`src/rtl/fetch_stage_pkg.sv`:
```
// fetch_stage_pkg: shared state encoding and instruction-field constants for the fetch stage
package fetch_stage_pkg;
  typedef enum logic [1:0] {S_RUN = 2'd0, S_WAIT = 2'd1, S_DRAIN = 2'd2, S_HALTED = 2'd3} state_t;
  localparam logic [15:0] RESET_PC_DEF = 16'h0000;
  localparam logic [15:0] NOP_INSTR_DEF = 16'h0800;
  localparam logic [4:0] HALT_OPC_DEF = 5'b00000;
  localparam int OPC_MSB = 15;
  localparam int OPC_LSB = 11;
endpackage

```
`src/rtl/fetch_dff.sv`:
```
// fetch_dff: enabled register with synchronous active-high reset
module fetch_dff #(
  parameter int W = 1,
  parameter logic [W-1:0] RST_VAL = '0
) (
  input  logic         clk,
  input  logic         rst,
  input  logic         en,
  input  logic [W-1:0] d,
  output logic [W-1:0] q
);
  always_ff @(posedge clk)
    if (rst) q <= RST_VAL;
    else if (en) q <= d;
endmodule

```
`src/rtl/fetch_stage_pc_sel.sv`:
```
// fetch_pc_sel: next-pc mux choosing redirect target, pc+2 or hold
module fetch_pc_sel (
  input  logic        redirect_en,
  input  logic [15:0] redirect_pc,
  input  logic        advance,
  input  logic [15:0] pc,
  output logic [15:0] pc_plus2,
  output logic [15:0] next_pc
);
  assign pc_plus2 = pc + 16'd2;
  assign next_pc = redirect_en ? {redirect_pc[15:1], 1'b0} : advance ? pc_plus2 : pc;
endmodule

```
`src/rtl/fetch_stage.sv`:
```
// fetch_stage: IF stage owning the pc and imem request, with holdover buffer, redirect drain and halt
module fetch_stage
  import fetch_stage_pkg::*;
#(
  parameter logic [15:0] RESET_PC = RESET_PC_DEF,
  parameter logic [15:0] NOP_INSTR = NOP_INSTR_DEF,
  parameter logic [4:0]  HALT_OPC = HALT_OPC_DEF
) (
  input  logic        clk,
  input  logic        rst,
  input  logic        stall,
  input  logic        redirect_en,
  input  logic [15:0] redirect_pc,
  output logic        imem_rd_en,
  output logic [15:0] imem_addr,
  input  logic [15:0] imem_data,
  input  logic        imem_done,
  output logic        instr_valid,
  output logic [15:0] instruction_out,
  output logic [15:0] pc_next_out,
  output logic        halted,
  output logic        err_align
);
  logic [15:0] pc, pc_plus2, next_pc, buf_q, word;
  logic [1:0] state_q;
  state_t state, state_d;
  logic active, avail, deliver, halt_hit, buf_valid, buf_valid_d, buf_load, pending;
  assign state = state_t'(state_q);
  assign active = state == S_RUN || state == S_WAIT;
  assign imem_rd_en = !rst && active && !buf_valid;
  assign pending = imem_rd_en && !imem_done;
  assign avail = buf_valid || (imem_rd_en && imem_done);
  assign word = buf_valid ? buf_q : imem_data;
  assign deliver = !rst && !redirect_en && !stall && avail;
  assign halt_hit = deliver && word[OPC_MSB:OPC_LSB] == HALT_OPC;
  assign buf_load = imem_rd_en && imem_done && stall && !redirect_en;
  assign buf_valid_d = redirect_en ? 1'b0 : buf_load ? 1'b1 : deliver ? 1'b0 : buf_valid;
  // A redirect while a request is in flight must swallow that late completion
  always_comb begin
    state_d = state;
    if (redirect_en) state_d = state == S_DRAIN ? (imem_done ? S_RUN : S_DRAIN) : pending ? S_DRAIN : S_RUN;
    else if (state == S_DRAIN) state_d = imem_done ? S_RUN : S_DRAIN;
    else if (active) state_d = halt_hit ? S_HALTED : pending ? S_WAIT : S_RUN;
  end
  fetch_pc_sel u_pc_sel (
    .redirect_en(redirect_en),
    .redirect_pc(redirect_pc),
    .advance(deliver && !halt_hit),
    .pc(pc),
    .pc_plus2(pc_plus2),
    .next_pc(next_pc)
  );
  fetch_dff #(.W(16), .RST_VAL(RESET_PC)) u_pc (.clk(clk), .rst(rst), .en(1'b1), .d(next_pc), .q(pc));
  fetch_dff #(.W(2), .RST_VAL(S_RUN)) u_state (.clk(clk), .rst(rst), .en(1'b1), .d(state_d), .q(state_q));
  fetch_dff #(.W(16)) u_buf (.clk(clk), .rst(rst), .en(buf_load), .d(imem_data), .q(buf_q));
  fetch_dff #(.W(1)) u_buf_valid (.clk(clk), .rst(rst), .en(1'b1), .d(buf_valid_d), .q(buf_valid));
  fetch_dff #(.W(1)) u_err (.clk(clk), .rst(rst), .en(1'b1), .d(err_align | (redirect_en & redirect_pc[0])), .q(err_align));
  assign imem_addr = pc;
  assign instr_valid = deliver;
  assign instruction_out = deliver ? word : NOP_INSTR;
  assign pc_next_out = rst ? RESET_PC + 16'd2 : pc_plus2;
  assign halted = !rst && state == S_HALTED;
endmodule
```
`config.mk`:
```
export PLATFORM = sky130hd
export DESIGN_NAME = fetch_stage
export DESIGN_NICKNAME = d
export VERILOG_FILES = /design/src/rtl/fetch_stage_pkg.sv /design/src/rtl/fetch_dff.sv /design/src/rtl/fetch_stage_pc_sel.sv /design/src/rtl/fetch_stage.sv
export SDC_FILE = /design/constraint.sdc
export NUM_CORES = 1
export LEC_CHECK = 0
export ABC_AREA = 1
export CAP_MARGIN = 30
export CELL_PAD_IN_SITES_DETAIL_PLACEMENT = 0
export CELL_PAD_IN_SITES_GLOBAL_PLACEMENT = 1
export CORE_MARGIN = 2
export CORE_UTILIZATION = 29
export CTS_BUF_LIST = sky130_fd_sc_hd__clkbuf_4 sky130_fd_sc_hd__clkbuf_8
export CTS_CLUSTER_SIZE = 25
export DETAILED_ROUTE_END_ITERATION = 8
export PLACE_DENSITY_LB_ADDON = 0.05
export SYNTH_ARGS = -nofsm -noshare
export SYNTH_HDL_FRONTEND = slang
export SYNTH_HIERARCHICAL = 1
export SYNTH_SLANG_ARGS = --single-unit
```
`constraint.sdc`:
```
create_clock -name clk -period 1.96 [get_ports clk]
set_clock_uncertainty 0.15 [all_clocks]
set_input_delay 0.196 -clock clk [delete_from_list [all_inputs] [get_ports clk]]
set_output_delay 0.196 -clock clk [all_outputs]
set_load 0.02 [all_outputs]
```
==> summary.txt <==
=================================================================================
Largest family of logic cells by synthesized area .................. simple AND/OR/NAND/NOR gates
Cell area power density ............................................   461 nW/µm²
Library cell with the largest summed area after synthesis .......... sky130_fd_sc_hd__dfxtp_1
I/O Buffers ........................................................           88
Clock Sinks ........................................................           36
Data required time at the worst endpoint ...........................      1.61 ns
Mean number of vias per cell .......................................         4.19
Outcome ............................................................    completed
Clock-pin slew on the worst setup and hold paths ...................      0.08 ns
Yosys cell types ...................................................           27
Post-detailed-routing wire length ..................................      8.69 mm
Area of the core ...................................................     9640 µm²
Worst min-delay path class ......................................... primary input to flop
Hold violation total from the final report .........................            0
Finish-stage setup viols ...........................................            0
Critical-path cell list ............................................ ha_4, nand2_2, nor2_4, nand2_2, xor2_2, inv_1, inv_1, nor2_1, buf_4
Number of buffers added by the clock tree synthesis step ...........            5
Starting DRT DRC Count .............................................           52
Nets ...............................................................          702
Placed wire-length estimate ........................................      6.33 mm
Per-instance average area after synthesis ..........................     5.53 µm²
Total GRT Usage ....................................................        0.163
Most numerous cell in the Yosys netlist ............................ sky130_fd_sc_hd__nand2_1
Headroom to the max-slew limit .....................................        0.633
Slowest Stage Delay on Critical Path ...............................      0.37 ns
Count of warnings emitted by yosys .................................            6
WS Path Type ....................................................... flop to primary output
Final routed wire length divided by cell count .....................      10.9 µm
Cell family with most CP delay ..................................... simple AND/OR/NAND/NOR gates
Via Count ..........................................................         3341
Boundary Pins ......................................................           89
# diodes ...........................................................            0
Pre-CTS setup slack ................................................    -0.456 ns
Static Leak ........................................................   0.00223 µW
Register bit count reported by yosys ...............................           36
Sequential cell area ...............................................      744 µm²
Number of violations of the max-capacitance limit ..................            0
Synth Area in XOR/XNOR .............................................       0.0246
Fraction of the mapped netlist area in adder cells .................      0.00439
Sequential cell area fraction in the yosys report ..................        0.253
Total number of placement rows .....................................           36
Portion of synthesized cell area occupied by the leading cell type .        0.253
Final non-filler cell total ........................................          798
Post-placement cell count ..........................................          780
Maximum ir drop on the vdd rail ....................................     0.216 mV
Share of post-route cells with drive strength above 1 ..............        0.244
Post-route clock period utilization ................................        0.975
Remaining Overflow, GRT ............................................            0
Wire length of the first global-routing pass .......................      13.8 mm
Most used flip-flop cell after synthesis ........................... sky130_fd_sc_hd__dfxtp_1
First-pass iteration count of the detailed router ..................            4
Fin util ...........................................................        0.470
Layout overhead on the synthesized area ............................        59.0%
Critical-path maximum fanout .......................................            4
Later-pin clock latency in the skew report .........................      0.29 ns
Multi-input gate area ..............................................     1820 µm²
Clock Path Buffers .................................................            2
Floorplan die area .................................................    10600 µm²
Synth top area cells ............................................... sky130_fd_sc_hd__dfxtp_1 (25%), sky130_fd_sc_hd__nand2_1 (23%), sky130_fd_sc_hd__nor2_1 (13%)
Cell Area, Synth ...................................................     2850 µm²
Share of the synthesized area in compound gates (AO/OA/AOI/OAI) ....       0.0790
Tightest Pin Transition ............................................     0.549 ns
Multiplexer fraction of the synthesized cell area ..................            0
Number of global-route vias before repair ..........................         2972
Async set-reset flop share out of synthesis ........................            0
Data arrival time of the worst path ................................      1.57 ns
Number of levels in the clock H-tree ...............................            2
Startpoint type of the worst setup path ............................         flop
Number of antenna violations at the first check in global routing ..            0
Worst Setup Slack, final ...........................................    0.0489 ns
Worst Setup End Kind ............................................... primary output
DRT antenna net count ..............................................            0
RSZ-0062 raised after global routing ...............................         true
Buf/Inv on CP ......................................................            3
Number of inserted filler cells in the final layout ................         1086
Drc violations .....................................................            0
Area fraction in and, or, nand and nor cells after synthesis .......        0.460
Period minus WS final ..............................................      1.91 ns
Most numerous cell types in the synthesized netlist ................ sky130_fd_sc_hd__nand2_1 (175), sky130_fd_sc_hd__nor2_1 (102), sky130_fd_sc_hd__inv_1 (89)
Die W ..............................................................       103 µm
Initial Utilization ................................................        0.296
Post-Syn Instances .................................................          515
Slowest cell on the critical path .................................. sky130_fd_sc_hd__dfxtp_4
Routability congestion estimate from global placement ..............        0.792
Root Buffer Master ................................................. sky130_fd_sc_hd__clkbuf_8
TritonCTS clock tree ...............................................        built
Final number of max-transition violations ..........................            0
Die boundary height ................................................       103 µm
Largest net degree at the start of global routing ..................           33
Count of flip-flops with a built-in enable after synthesis .........            0
Achievable clock frequency .........................................      523 MHz
=================================================================================
## final timing paths
check / startpoint / endpoint / slack (ns) / depth (start not counted)
worst min-delay path: rst / u_buf_valid/q / 0.31 / 4
worst max-delay path: u_pc/q[2] / pc_next_out[9] / 0.05 / 9
worst min register to register: u_buf/q[7] / u_buf/q[7] / 0.32 / 2
worst max register to register: u_buf_valid/q / u_pc/q[1] / 0.11 / 13
## layout by cell type, fill, tap and decap left out, types with 5 or more instances in the layout
master and instances:
sky130_fd_sc_hd__nand2_1 167, sky130_fd_sc_hd__nor2_1 97, sky130_fd_sc_hd__inv_1 86, sky130_fd_sc_hd__buf_4 63, sky130_fd_sc_hd__clkdlybuf4s50_1 53, sky130_fd_sc_hd__dfxtp_1 25, sky130_fd_sc_hd__a21oi_1 21, sky130_fd_sc_hd__nor2_2 13
sky130_fd_sc_hd__conb_1 13, sky130_fd_sc_hd__nand2_2 12, sky130_fd_sc_hd__nand3_1 12, sky130_fd_sc_hd__nor2_4 11, sky130_fd_sc_hd__dlygate4sd2_1 9, sky130_fd_sc_hd__a21oi_2 8, sky130_fd_sc_hd__buf_6 8, sky130_fd_sc_hd__dfxtp_2 7
sky130_fd_sc_hd__clkbuf_8 6, sky130_fd_sc_hd__nand4_1 6, sky130_fd_sc_hd__clkdlybuf4s15_2 5, sky130_fd_sc_hd__clkdlybuf4s15_1 5
## state kept, by name, summed over array words and instances, names as in the netlist
signal,flops
u_state/q,2
u_buf/q,16
u_buf_valid/q,1
u_err/q,1
u_pc/q,16
## cell type report
type / instances / area share
tap: 133 / 0.0367
multi-input combinational: 380 / 0.401
inverter: 90 / 0.0762
clock inverter: 2 / 0.00221
sequential: 36 / 0.164
timing repair buffer: 151 / 0.301
clock buffer: 6 / 0.0182
## what timing repair did
item,CTS,global route
buffers inserted,3,7
resized for setup,108,54
hold buffers,0,0
setup endpoints to repair,50,44
cloned,0,0
pin swaps,5,21
## metal layers
metal | vias up | share of wire | track usage
met4 | 0 | 0.0043 | 0.0304
met3 | 2 | 0.036 | 0.0339
li1 | 1790 | - | -
met5 | - | 0 | 0
met1 | 1483 | 0.47 | 0.202
met2 | 66 | 0.49 | 0.292
## stage by stage
stage          instance area [µm²]  hold slack, ns  setup TNS, ns  total power, µW
5_1_grt                       4530           0.344         -0.407             2240
4_1_cts                       4340           0.294        -0.0901             2080
3_3_place_gp                  4210           0.309         -13.96             1490
6_report                      4530           0.308              0             2090
3_5_place_dp                  4210           0.313         -16.12             1500
2_1_floorplan                 2920           0.194              0             1190
## power breakdown
part / switching (µW) / total [µW] / internal, µW
clock: 292 / 573 / 281
sequential: 34.8 / 806 / 772
combinational: 370 / 709 / 338
## cell families after synthesis
| family | count (synthesis) |
|---|---|
| XOR/XNOR | 8 |
| buffers and inverters | 111 |
| flip-flops | 36 |
| other | 1 |
| adder cells (fa/ha/maj) | 1 |
| AND/OR/NAND/NOR | 322 |
| AO/OA/AOI/OAI | 36 |
## worst register-to-register path, stage by stage (launching register included)
cell and delay, ns:
sky130_fd_sc_hd__dfxtp_4 0.38, sky130_fd_sc_hd__buf_6 0.13, sky130_fd_sc_hd__nand2_1 0.06, sky130_fd_sc_hd__nand2_1 0.10, sky130_fd_sc_hd__nand3_2 0.11, sky130_fd_sc_hd__nor2_4 0.15
sky130_fd_sc_hd__nor2_4 0.06, sky130_fd_sc_hd__buf_12 0.15, sky130_fd_sc_hd__xnor2_1 0.12, sky130_fd_sc_hd__o21ai_1 0.12, sky130_fd_sc_hd__inv_1 0.05, sky130_fd_sc_hd__nand2_1 0.06
sky130_fd_sc_hd__nand2_1 0.05, sky130_fd_sc_hd__nor2_1 0.09
Note: power is estimated with default switching activity, not from simulation.
